File: src/rtl/seg7_pkg.sv
// seg7_pkg: shared types and constants for the seven-segment scan driver.
//   digit_t   - one BCD/hex code (4 bits)
//   seg_t     - one segment pattern, active-high, bit0=A .. bit6=G
//   SEG_*     - glyph constants for codes 0-9, A-F and blank
//   SEG_*_BIT - segment bit positions within seg_t
package seg7_pkg;

    typedef logic [3:0] digit_t;
    typedef logic [6:0] seg_t;

    localparam int unsigned SEG_A_BIT = 0;
    localparam int unsigned SEG_B_BIT = 1;
    localparam int unsigned SEG_C_BIT = 2;
    localparam int unsigned SEG_D_BIT = 3;
    localparam int unsigned SEG_E_BIT = 4;
    localparam int unsigned SEG_F_BIT = 5;
    localparam int unsigned SEG_G_BIT = 6;

    localparam seg_t SEG_0     = 7'h3F;
    localparam seg_t SEG_1     = 7'h06;
    localparam seg_t SEG_2     = 7'h5B;
    localparam seg_t SEG_3     = 7'h4F;
    localparam seg_t SEG_4     = 7'h66;
    localparam seg_t SEG_5     = 7'h6D;
    localparam seg_t SEG_6     = 7'h7D;
    localparam seg_t SEG_7     = 7'h07;
    localparam seg_t SEG_8     = 7'h7F;
    localparam seg_t SEG_9     = 7'h6F;
    localparam seg_t SEG_A     = 7'h77;
    localparam seg_t SEG_B     = 7'h7C;
    localparam seg_t SEG_C     = 7'h39;
    localparam seg_t SEG_D     = 7'h5E;
    localparam seg_t SEG_E     = 7'h79;
    localparam seg_t SEG_F     = 7'h71;
    localparam seg_t SEG_BLANK = 7'h00;

endpackage

File: src/rtl/seg7_decode.sv
// seg7_decode: combinational code-to-segment lookup.
// Configuration macro: SEG7_HEX_EN - when defined, codes 10-15 show hex glyphs
// A b C d E F; otherwise they are blank.
// Ports:
//   digit  in  4  code to display
//   seg    out 7  segment pattern, active-high, bit0=A .. bit6=G
module seg7_decode
    import seg7_pkg::*;
(
    input  logic [3:0] digit,
    output logic [6:0] seg
);

    always_comb begin
        seg = SEG_BLANK;
        case (digit)
            4'd0:    seg = SEG_0;
            4'd1:    seg = SEG_1;
            4'd2:    seg = SEG_2;
            4'd3:    seg = SEG_3;
            4'd4:    seg = SEG_4;
            4'd5:    seg = SEG_5;
            4'd6:    seg = SEG_6;
            4'd7:    seg = SEG_7;
            4'd8:    seg = SEG_8;
            4'd9:    seg = SEG_9;
`ifdef SEG7_HEX_EN
            4'd10:   seg = SEG_A;
            4'd11:   seg = SEG_B;
            4'd12:   seg = SEG_C;
            4'd13:   seg = SEG_D;
            4'd14:   seg = SEG_E;
            4'd15:   seg = SEG_F;
`endif
            default: seg = SEG_BLANK;
        endcase
    end

endmodule

File: src/rtl/seg7_scan_mux.sv
// seg7_scan_mux: time-multiplexed multi-digit seven-segment driver.
// Scans NUM_DIGITS shadow digits, one per REFRESH_DIV-clock slot, with the first
// BLANK_CYCLES clocks of every slot dark (anti-ghost). New data is staged in a
// pending register and only copied to the shadow at the frame wrap so a frame is
// never torn. Optional leading-zero suppression. Outputs are registered.
// Configuration macro: SEG7_HEX_EN (in seg7_decode) enables hex glyphs for 10-15.
// Ports:
//   clk         in   1              system clock
//   rst_n       in   1              asynchronous active-low reset
//   digits_in   in   4*NUM_DIGITS   packed codes, [3:0] = digit 0
//   dp_in       in   NUM_DIGITS     decimal-point request per digit
//   load        in   1              capture strobe for digits_in/dp_in
//   lz_blank    in   1              1 = suppress leading zeros
//   seg_out     out  7              segments, active-high, bit0=A .. bit6=G
//   dp_out      out  1              decimal point, active-high
//   an_out      out  NUM_DIGITS     one-hot digit enable, active-high
//   frame_done  out  1              one-cycle pulse at each scan wrap
module seg7_scan_mux
    import seg7_pkg::*;
#(
    parameter int unsigned NUM_DIGITS   = 4,
    parameter int unsigned REFRESH_DIV  = 50000,
    parameter int unsigned BLANK_CYCLES = 16
) (
    input  logic                    clk,
    input  logic                    rst_n,
    input  logic [4*NUM_DIGITS-1:0] digits_in,
    input  logic [NUM_DIGITS-1:0]   dp_in,
    input  logic                    load,
    input  logic                    lz_blank,
    output logic [6:0]              seg_out,
    output logic                    dp_out,
    output logic [NUM_DIGITS-1:0]   an_out,
    output logic                    frame_done
);

    localparam int unsigned CntW = (REFRESH_DIV > 1) ? $clog2(REFRESH_DIV) : 1;
    localparam int unsigned IdxW = $clog2(NUM_DIGITS);

    logic [CntW-1:0]         cnt_q, cnt_d;
    logic [IdxW-1:0]         idx_q, idx_d;
    logic [4*NUM_DIGITS-1:0] pend_q, pend_d;
    logic [NUM_DIGITS-1:0]   pend_dp_q, pend_dp_d;
    logic                    pend_vld_q, pend_vld_d;
    logic [4*NUM_DIGITS-1:0] shadow_q, shadow_d;
    logic [NUM_DIGITS-1:0]   shadow_dp_q, shadow_dp_d;
    logic [6:0]              seg_q, seg_d;
    logic                    dp_q, dp_d;
    logic [NUM_DIGITS-1:0]   an_q, an_d;
    logic                    frame_done_q, frame_done_d;

    logic                    cnt_tc;
    logic                    wrap;
    logic                    in_blank;
    logic [NUM_DIGITS-1:0]   supp_mask;
    logic                    zero_above;
    digit_t                  cur_digit;
    logic                    cur_dp;
    logic                    cur_supp;
    seg_t                    dec_seg;

    // Slot timing
    assign cnt_tc   = (cnt_q == CntW'(REFRESH_DIV - 1));
    assign wrap     = cnt_tc && (idx_q == IdxW'(NUM_DIGITS - 1));
    assign in_blank = (32'(cnt_q) < BLANK_CYCLES);

    always_comb begin
        cnt_d = cnt_q + CntW'(1);
        idx_d = idx_q;
        if (cnt_tc) begin
            cnt_d = '0;
            idx_d = wrap ? '0 : idx_q + IdxW'(1);
        end
    end

    // Pending/shadow update: shadow changes only at the frame wrap. A load on the
    // wrap edge itself bypasses pending so it is not delayed a whole frame.
    always_comb begin
        pend_d      = pend_q;
        pend_dp_d   = pend_dp_q;
        pend_vld_d  = pend_vld_q;
        shadow_d    = shadow_q;
        shadow_dp_d = shadow_dp_q;
        if (wrap) begin
            if (load) begin
                shadow_d    = digits_in;
                shadow_dp_d = dp_in;
            end else if (pend_vld_q) begin
                shadow_d    = pend_q;
                shadow_dp_d = pend_dp_q;
            end
            pend_vld_d = 1'b0;
        end else if (load) begin
            pend_d     = digits_in;
            pend_dp_d  = dp_in;
            pend_vld_d = 1'b1;
        end
    end

    // Digit k (k > 0) is suppressible when it and every higher digit are zero.
    always_comb begin
        supp_mask  = '0;
        zero_above = 1'b1;
        for (int k = int'(NUM_DIGITS) - 1; k >= 1; k--) begin
            zero_above   = zero_above & (shadow_q[4*k +: 4] == 4'd0);
            supp_mask[k] = zero_above;
        end
    end

    always_comb begin
        cur_digit = '0;
        cur_dp    = 1'b0;
        cur_supp  = 1'b0;
        for (int i = 0; i < int'(NUM_DIGITS); i++) begin
            if (idx_q == IdxW'(i)) begin
                cur_digit = shadow_q[4*i +: 4];
                cur_dp    = shadow_dp_q[i];
                cur_supp  = supp_mask[i];
            end
        end
    end

    seg7_decode u_decode (
        .digit (cur_digit),
        .seg   (dec_seg)
    );

    // Suppressed digits keep their enable and decimal point, only segments go dark
    always_comb begin
        an_d         = '0;
        seg_d        = SEG_BLANK;
        dp_d         = 1'b0;
        frame_done_d = wrap;
        if (!in_blank) begin
            an_d  = NUM_DIGITS'(1) << idx_q;
            seg_d = (lz_blank && cur_supp) ? SEG_BLANK : dec_seg;
            dp_d  = cur_dp;
        end
    end

    always_ff @(posedge clk or negedge rst_n) begin
        if (!rst_n) begin
            cnt_q        <= '0;
            idx_q        <= '0;
            pend_q       <= '0;
            pend_dp_q    <= '0;
            pend_vld_q   <= 1'b0;
            shadow_q     <= '0;
            shadow_dp_q  <= '0;
            seg_q        <= '0;
            dp_q         <= 1'b0;
            an_q         <= '0;
            frame_done_q <= 1'b0;
        end else begin
            cnt_q        <= cnt_d;
            idx_q        <= idx_d;
            pend_q       <= pend_d;
            pend_dp_q    <= pend_dp_d;
            pend_vld_q   <= pend_vld_d;
            shadow_q     <= shadow_d;
            shadow_dp_q  <= shadow_dp_d;
            seg_q        <= seg_d;
            dp_q         <= dp_d;
            an_q         <= an_d;
            frame_done_q <= frame_done_d;
        end
    end

    assign seg_out    = seg_q;
    assign dp_out     = dp_q;
    assign an_out     = an_q;
    assign frame_done = frame_done_q;

endmodule

File: config.mk
export PLATFORM = sky130hd
export DESIGN_NAME = seg7_scan_mux
export DESIGN_NICKNAME = d
export VERILOG_FILES = /design/src/rtl/seg7_pkg.sv /design/src/rtl/seg7_decode.sv /design/src/rtl/seg7_scan_mux.sv
export SDC_FILE = /design/constraint.sdc
export NUM_CORES = 1
export LEC_CHECK = 0
export BUFFER_PORTS_ARGS = -buffer_cell sky130_fd_sc_hd__buf_4
export CORE_MARGIN = 2
export CORE_UTILIZATION = 61
export CTS_BUF_LIST = sky130_fd_sc_hd__clkbuf_2 sky130_fd_sc_hd__clkbuf_4 sky130_fd_sc_hd__clkbuf_8
export DETAILED_ROUTE_END_ITERATION = 12
export PLACE_DENSITY = 0.8
export SLEW_MARGIN = 30
export SYNTH_ARGS = -nofsm -noshare
export SYNTH_HDL_FRONTEND = slang
export SYNTH_SLANG_ARGS = --single-unit
File: constraint.sdc
create_clock -name clk -period 2.4 [get_ports clk]
set_input_delay 0.12 -clock clk [delete_from_list [all_inputs] [get_ports clk]]
set_output_delay 0.12 -clock clk [all_outputs]
set_load 0.02 [all_outputs]
* Word-level counts from Yosys, hierarchy flattened
Memories as Yosys holds them, arrays and structs flattened.
Index checks and enable logic that the tools add are counted.
** Cells by class
- Shift-type cells :: 1
- Mux-type cells :: 23
- Reductions and logical operators :: 10
- Eq/ne operators :: 4
- Add/sub/neg operators :: 2
- Magnitude comparators :: 1
- Bitwise logic cells :: 3
** Operator list (number)
- 2-to-1 mux 16 bit :: 3
- 2-to-1 mux 4 bit :: 7
- adder 16 x 1 -> 16 bit, second input constant :: 1
- equality test 16 bit, second input constant :: 1
- < comparator 16 x 5 -> 1 bit, second input constant :: 1
- 2-to-1 mux 7 bit :: 2
- zero test 4 bit :: 3
- 2-to-1 mux 1 bit :: 10
- equality test 2 bit, second input constant :: 2
- AND reduction 2 bit :: 2
- nonzero test 2 bit :: 2
- << shifter 1 x 2 -> 4 bit, first input constant :: 1
- adder 2 x 1 -> 2 bit, second input constant :: 1
- bitwise AND 1 bit :: 2
- equality test 2 x 1 -> 1 bit, second input constant :: 1
- logical AND 1 bit :: 2
- zero test 2 bit :: 1
- 2-to-1 mux 2 bit :: 1
- NOT 1 bit :: 1
** Storage, ports and cells
- Output and inout bits :: 13
- Memory bits (read-only) :: 112
- Memories kept :: 1
- Bits in registers :: 72
** Memories
- (no name shown) :: words 16, bits a word 7, read ports 1, clocked after memory_dff 0, write ports 0, line seg7_decode.sv:16 : case (digit)

* Depth between registers and ports, before layout
Gate-level depths: netlist of run 1.
- Depth after elaboration :: 9
- Gate-level depth with buffers :: 11
- Gate-level depth less buffers :: 10

* Modules after synthesis
Synthesis of run 1 repeated with hierarchy kept, for this count alone.
** Second synthesis, totals
- Cell total of the unflattened synthesis :: 286
- Area, all modules :: 3553.4 µm²
** Modules (own cells, without submodules)
- seg7_scan_mux :: cells each 260, area an instance 3352.0 µm², instances 1, seq. area each 1801.7 µm²
- seg7_decode :: cells each 26, area an instance 201.4 µm², instances 1, seq. area each 0.0 µm²

* Worst setup path after synthesis of run 1
No wires, ideal clock.
- Path type :: reg2reg
- Start :: reg idx_q[0]
- End :: reg seg_q[5], in the netlist seg_out[5]
- Stages on the path, launching flop included :: 9
- Library setup time :: 88 ps
- Arrival :: 2036 ps
- Buffers on the path :: 0
- Period minus slack after synthesis :: 2124 ps
- Path slack :: 276 ps
- Cell sequence :: dfrtp_1 > inv_1 > ha_1 > or3b_2 > o221ai_1 > inv_1 > ha_1 > o21a_1 > a211oi_2
** On the way
- Cells in the longest elaborated chain, start to end :: 8
- Elaborated cells on any way between the ends :: 15
- Those cells by class :: eq/ne (3); mux (9); reduce/logical (2); memory (1)
** RTL lines
- from (decl) :: line seg7_scan_mux.sv:41 : logic [IdxW-1:0] idx_q, idx_d;
- from (signal assigned) :: line seg7_scan_mux.sv:156 : idx_q <= idx_d;
- zero test 2 bit :: line seg7_scan_mux.sv:115 : if (idx_q == IdxW'(i)) begin
- 2-to-1 mux 4 bit (4 in a row) :: line seg7_scan_mux.sv:115
- memory (16 x 7 bit)
- 2-to-1 mux 7 bit * :: line seg7_scan_mux.sv:136 : seg_d = (lz_blank && cur_supp) ? SEG_BLANK : dec_seg;
- 2-to-1 mux 7 bit * :: line seg7_scan_mux.sv:134 : if (!in_blank) begin
- via seg_d[5] :: line seg7_scan_mux.sv:47 : logic [6:0] seg_q, seg_d;
- to (signal assigned) :: line seg7_scan_mux.sv:162 : seg_q <= seg_d;
- to (decl) :: line seg7_scan_mux.sv:47
The timed path passes the listed nets; every way through them passes the cells marked *.
A chain may end at the register's enable or synchronous reset.

* Worst setup path in the final report of run 1
- Start :: reg idx_q[1]
- End :: reg seg_q[3], in the netlist seg_out[3]
Same word-level chain as after synthesis.

==> results of run 1 <==
-- worst paths after layout --
path / cells after the start / from / endpoint / slack [ps]
worst max-delay path: 8 / idx_q[1] / seg_out[3] / 160
worst min-delay path: 2 / dp_in[2] / pend_dp_q[2] / 10
worst max register to register: 8 / idx_q[1] / seg_out[3] / 160
worst min register to register: 1 / cnt_q[0] / cnt_q[0] / 460
max in group asynchronous: 3 / rst_n / shadow_q[5] / 1640
min in group asynchronous: 2 / rst_n / cnt_q[4] / 210
-- synth_stat cells (2+ instances only) --
library cell  instances
dfrtp_1              72
nor2_1               36
a21oi_2              20
mux2i_1              20
mux2_2               19
nand2_1              14
ha_1                 10
a21oi_1               8
inv_1                 8
xnor2_1               8
nand3_1               7
and2_1                5
o211ai_1              5
xor2_1                5
and3_1                4
buf_2                 4
buf_6                 4
nand2b_1              4
nor2b_1               4
nor4_1                4
o21ai_0               4
clkbuf_1              3
nand4_1               3
nor3_1                3
a211oi_2              2
buf_4                 2
nand3b_1              2
o221ai_1              2
-- state kept, by name, summed over array words and instances, names as in the netlist --
| signal | flops |
|---|---|
| cnt_q | 16 |
| pend_dp_q | 4 |
| pend_vld_q | 1 |
| frame_done | 1 |
| dp_out | 1 |
| seg_out | 7 |
| shadow_q | 16 |
| pend_q | 16 |
| an_out | 4 |
| idx_q | 2 |
| shadow_dp_q | 4 |
-- through the flow --
stage / hold WS (ps) / total power, W / util [%] / cells / cell area [um^2]
6_report: 11.93 / 0.002711 / 76.82 / 434 / 4230
5_1_grt: 6.622 / 0.002818 / 76.82 / 434 / 4230
4_1_cts: 1.293 / 0.002733 / 76.12 / 433 / 4192
3_5_place_dp: 292.3 / 0.001628 / 69.39 / 403 / 3821
3_3_place_gp: 291.3 / 0.001615 / 69.39 / 403 / 3821
2_1_floorplan: -175.6 / 0.001510 / - / 303 / 3490
-- what timing repair did --
item,4_1_cts,5_1_grt
endpoints found under the setup margin,0,5
buffers inserted,0,0
hold buffers,14,0
endpoints found under the hold margin,85,0
gates resized for setup,0,3
-- worst reg2reg max path, cell delays in order, from the launching register on --
cell and delay, ps:
dfrtp_1 420, ha_1 370, inv_2 180, o221ai_1 400
inv_1 130, ha_1 320, inv_1 40, o211ai_1 170
a21oi_1 90
-- cells by family (layout without fill, tap and decap cells) --
kind of cell	after synthesis	in the layout	share of synthesized area, %
compound gates	49	49	11.26
xor+xnor	13	13	3.263
fa+ha+maj	10	10	3.586
buf+inv	22	81	3.585
flops	72	72	51.63
mux	40	40	12.19
simple gates	97	97	14.49
-- final cells by class --
cell class	count	area (um^2)
Clock buffer	11	151.4
Clock inverter	5	78.83
Fill cell	390	1276
Inverter	9	33.78
Multi-Input combinational cell	209	1582
Sequential cell	72	1802
Tap cell	72	90.09
Timing Repair Buffer	56	493.0
-- report_power, final --
| group | switching [W] | total, W | internal, W |
|---|---|---|---|
| clock network | 0.000446 | 0.00109 | 0.000640 |
| registers | 0.0000388 | 0.00132 | 0.00128 |
| logic | 0.000150 | 0.000304 | 0.000154 |
| total | 0.000635 | 0.00271 | 0.00208 |
-- layer usage --
layer  part of all wire [%]  global-route usage, %  vias to the layer above
met2                     49                  37.98                       47
met1                     45                  28.79                     1162
met3                    4.5                  7.127                       13
met4                    1.7                  9.310                        0
met5                      0                      0                        -
li1                       -                      -                     1163
==> out/qor.txt, run 1 <==
Area growth syn-to-layout -> 21.23%
die area -> 6342 um^2
Syn Std Cell Area -> 3490 um^2
pins over their slew limit -> 0
Root Buffer -> clkbuf_8
WL/cell -> 14.79 um
Post-synth EDFFs -> 0
post-synth cell types -> 49
#FFs+latches synth -> 72
Worst EP arrival -> 2460 ps
setup slack at placement -> 48.61 ps
top post-synthesis cells by area -> dfrtp_1, mux2_2, mux2i_1
number of global-route vias before repair -> 2372
nets@finish -> 391
Syn Inst Count -> 303
commonest non-fill, non-tap cells in the layout -> dfrtp_1, buf_4, nor2_1
Max-Cap Viols -> 0
DRT Wirelength -> 6421 um
clk_skew -> 9.679 ps
via count -> 2385
fin crit period -> 2239 ps
biggest cell delay along the critical path -> 420 ps
CTS buffer count -> 9
DRT iter0 DRCs -> 113
Post-synth top flop -> dfrtp_1
Port Buffer Count -> 36
Final ANT Viol Nets -> 0
Critical-path top delay cell -> dfrtp_1
crit-path leading delay family -> adder cells
worst skew pair latency -> 350 ps
Leak -> 1.915 nW
RSZ-0062 raised after global routing -> false
Tcrit/Tclk final -> 93.30%
gpl congestion -> 0.8345
Setup WS post-layout -> 160.8 ps
worst-path maximum fanout -> 10
Post-route DRC -> 0
clock slew at reported path FFs -> 80 ps
Worst setup EP type -> register
Final Setup Violations -> 0
global-route wire length before repair -> 11060 um
total track usage -> 23.23%
Max Clock Freq -> 0.4466 GHz
routed vias/inst -> 5.495
crit-path cells -> ha_1 -> inv_2 -> o221ai_1 -> inv_1 -> ha_1 -> inv_1 -> o211ai_1 -> a21oi_1
sequential share of the synthesized area -> 51.63%
worst hold-check path type -> input pin to register
Worst Max-Slew Pin Slew -> 480.9 ps
initial antenna violation count -> 0
Clock Sinks -> 72
grt total ovfl -> 0
Pwr per Cell Area -> 640.9 nW/um^2
top-area cell type share of the netlist area -> 51.63%
H-tree Lvls -> 3
most common cell after layout, fill and taps aside -> dfrtp_1
Ys Warns -> 0
Startpoint Class -> register
CTS tree -> yes
Die H -> 79.64 um
Worst EP required -> 2620 ps
HPWL Detailed -> 4336 um
ratio of cells with drive above 1 in the final layout -> 30.11%
VDD IR-drop max -> 455.8 uV
Worst Path Buf+Inv -> 3
io pins -> 37
Syn Area/Cell -> 11.52 um^2
slew margin rel. -> 67.94%
Rows -> 27
core area -> 5507 um^2
n_diodes -> 0
endpoints failing hold -> 0
Pre-Repair DR Iteration Count -> 4
die width -> 79.64 um
status -> complete, no violations
Initial Util -> 63.37%
syn_nets -> 337
Setup CP Type -> register to register
Yosys top cell by area -> dfrtp_1
Async SR Flop Fraction -> 100.0%
TNS Setup -> 0 ps
CTS max path bufs -> 2
largest net degree at the start of global routing -> 73
No activity file was read; power rests on OpenSTA's default activity.
==> run 2: changes to the inputs <==
Settings changed: MAX_ROUTING_LAYER set to met4.
==> out/qor.txt, run 2 (synthesis results as in run 1) <==
gpl congestion -> 0.8473 (was 0.8345)
pins over their slew limit -> 0 (unchanged)
hold depth -> 2 (unchanged)
Area growth syn-to-layout -> 20.76% (was 21.23%)
Clock Sinks -> 72 (unchanged)
ratio of cells with drive above 1 in the final layout -> 29.92% (was 30.11%)
Startpoint Class -> register (unchanged)
Port Buffer Count -> 36 (unchanged)
fin crit period -> 2228 ps (was 2239 ps)
RSZ-0062 raised after global routing -> false (unchanged)
global-route wire length before repair -> 11050 um (was 11060 um)
H-tree Lvls -> 3 (unchanged)
via count -> 2369 (was 2385)
FF/Latch Area -> 1802 um^2 (unchanged)
Worst setup EP type -> register (unchanged)
number of global-route vias before repair -> 2375 (was 2372)
Root Buffer -> clkbuf_8 (unchanged)
worst hold-check path type -> input pin to register (unchanged)
total track usage -> 23.90% (was 23.23%)
io pins -> 37 (unchanged)
most common cell after layout, fill and taps aside -> dfrtp_1 (unchanged)
HPWL Detailed -> 4336 um (unchanged)
die width -> 79.64 um (unchanged)
footprint of the multi-input gates -> 1582 um^2 (unchanged)
commonest non-fill, non-tap cells in the layout -> dfrtp_1, buf_4, nor2_1 (unchanged)
CTS tree -> yes (unchanged)
Post-route DRC -> 0 (unchanged)
crit-path leading delay family -> adder cells (unchanged)
DRT Wirelength -> 6413 um (was 6421 um)
Critical-path top delay cell -> dfrtp_1 (unchanged)
core area -> 5507 um^2 (unchanged)
biggest cell delay along the critical path -> 420 ps (about the same)
initial antenna violation count -> 0 (unchanged)
# fillers -> 391 (was 390)
Worst EP arrival -> 2450 ps (was 2460 ps)
worst skew pair latency -> 350 ps (about the same)
slew margin rel. -> 58.84% (was 67.94%)
Leak -> 1.906 nW (was 1.915 nW)
Tcrit/Tclk final -> 92.83% (was 93.30%)
Final Setup Violations -> 0 (unchanged)
Post-CTS Setup Bufs -> 0 (unchanged)
Worst Path Buf+Inv -> 3 (unchanged)
r2r setup slk -> 170 ps (was 160 ps)
endpoints failing hold -> 0 (unchanged)
Max Clock Freq -> 0.4488 GHz (was 0.4466 GHz)
Max-Cap Viols -> 0 (unchanged)
routed vias/inst -> 5.471 (was 5.495)
Worst Max-Slew Pin Slew -> 617.4 ps (was 480.9 ps)
die area -> 6342 um^2 (unchanged)
largest registers -> cnt_q (16), pend_q (16), shadow_q (16) (unchanged)
clock slew at reported path FFs -> 80 ps (about the same)
area post-placement -> 3821 um^2 (unchanged)
grt total ovfl -> 0 (unchanged)
Worst EP required -> 2620 ps (about the same)
Die H -> 79.64 um (unchanged)
Rows -> 27 (unchanged)
TNS Setup -> 0 ps (unchanged)
Setup CP Type -> register to register (unchanged)
CTS max path bufs -> 2 (unchanged)
worst-path maximum fanout -> 10 (unchanged)
nets@finish -> 390 (was 391)
CTS buffer count -> 9 (unchanged)
largest net degree at the start of global routing -> 73 (unchanged)
Initial Util -> 63.37% (unchanged)
crit-path cells -> ha_1 -> inv_2 -> o221ai_1 -> inv_1 -> ha_1 -> inv_1 -> o211ai_1 -> a21oi_1 (unchanged)
Reg2Reg Depth -> 8 (unchanged)
Crit path depth -> 8 (unchanged)
n_diodes -> 0 (unchanged)
status -> complete, no violations (unchanged)
Final ANT Viol Nets -> 0 (unchanged)
clk_skew -> 9.979 ps (was 9.679 ps)
WL/cell -> 14.81 um (was 14.79 um)
Pwr per Cell Area -> 642.6 nW/um^2 (was 640.9 nW/um^2)
DRT iter0 DRCs -> 113 (unchanged)
VDD IR-drop max -> 454.5 uV (was 455.8 uV)
Pre-Repair DR Iteration Count -> 4 (unchanged)
Final Cell Area -> 4214 um^2 (was 4230 um^2)
-- run 2: changes by cell type in the layout (fill, tap and decap cells not counted), sizes merged --
cell / delta
buf: -1
-- run 2: what timing repair did --
action,in CTS,in global routing
endpoints found under the setup margin,0,5
endpoints found under the hold margin,85,0
hold buffers,14,0
gates resized for setup,0,3
-- run 2: power breakdown --
part,leakage (nW),total [W],internal (W),switching [W]
Sequential,0.887,0.00132,0.00128,0.0000389
Clock,0.119,0.00109,0.000640,0.000446
Combinational,0.900,0.000300,0.000151,0.000149
Total,1.91,0.00271,0.00207,0.000635
-- run 2: metal layers --
layer / vias to the layer above / track usage (%) / part of all wire [%]
met5: - / - / 0
met2: 54 / 37.90 / 50
met3: 10 / 7.014 / 4.4
li1: 1159 / - / -
met4: 0 / 9.310 / 1.3
met1: 1146 / 29.02 / 45
-- run 2: worst paths after layout --
check / end / start
max in group asynchronous: shadow_q[5] / rst_n
worst max register to register: seg_out[3] / idx_q[1]
worst max-delay path: seg_out[3] / idx_q[1]
worst min-delay path: pend_dp_q[2] / dp_in[2]
worst min register to register: cnt_q[0] / cnt_q[0]
min in group asynchronous: cnt_q[4] / rst_n
-- run 2: per-stage QoR --
stage	setup WS [ps]	util, %	hold WS, ps	cells	power, W
after floorplan	276.3	-	-175.6	303	0.001510
after detailed placement	48.61	69.39	292.3	403	0.001628
final	172.0	76.53	12.27	433	0.002708
after global routing	15.79	76.53	6.617	433	0.002814
after global placement	154.4	69.39	291.3	403	0.001615
after CTS	34.08	76.12	1.293	433	0.002733
-- run 2: final cells by class --
cell class / count / share of cell area, %
sequential: 72 / 42.76
clock buffer: 11 / 3.593
timing repair buffer: 55 / 11.31
tap: 72 / 2.138
clock inverter: 5 / 1.871
inverter: 9 / 0.8017
multi-input combinational: 209 / 37.53
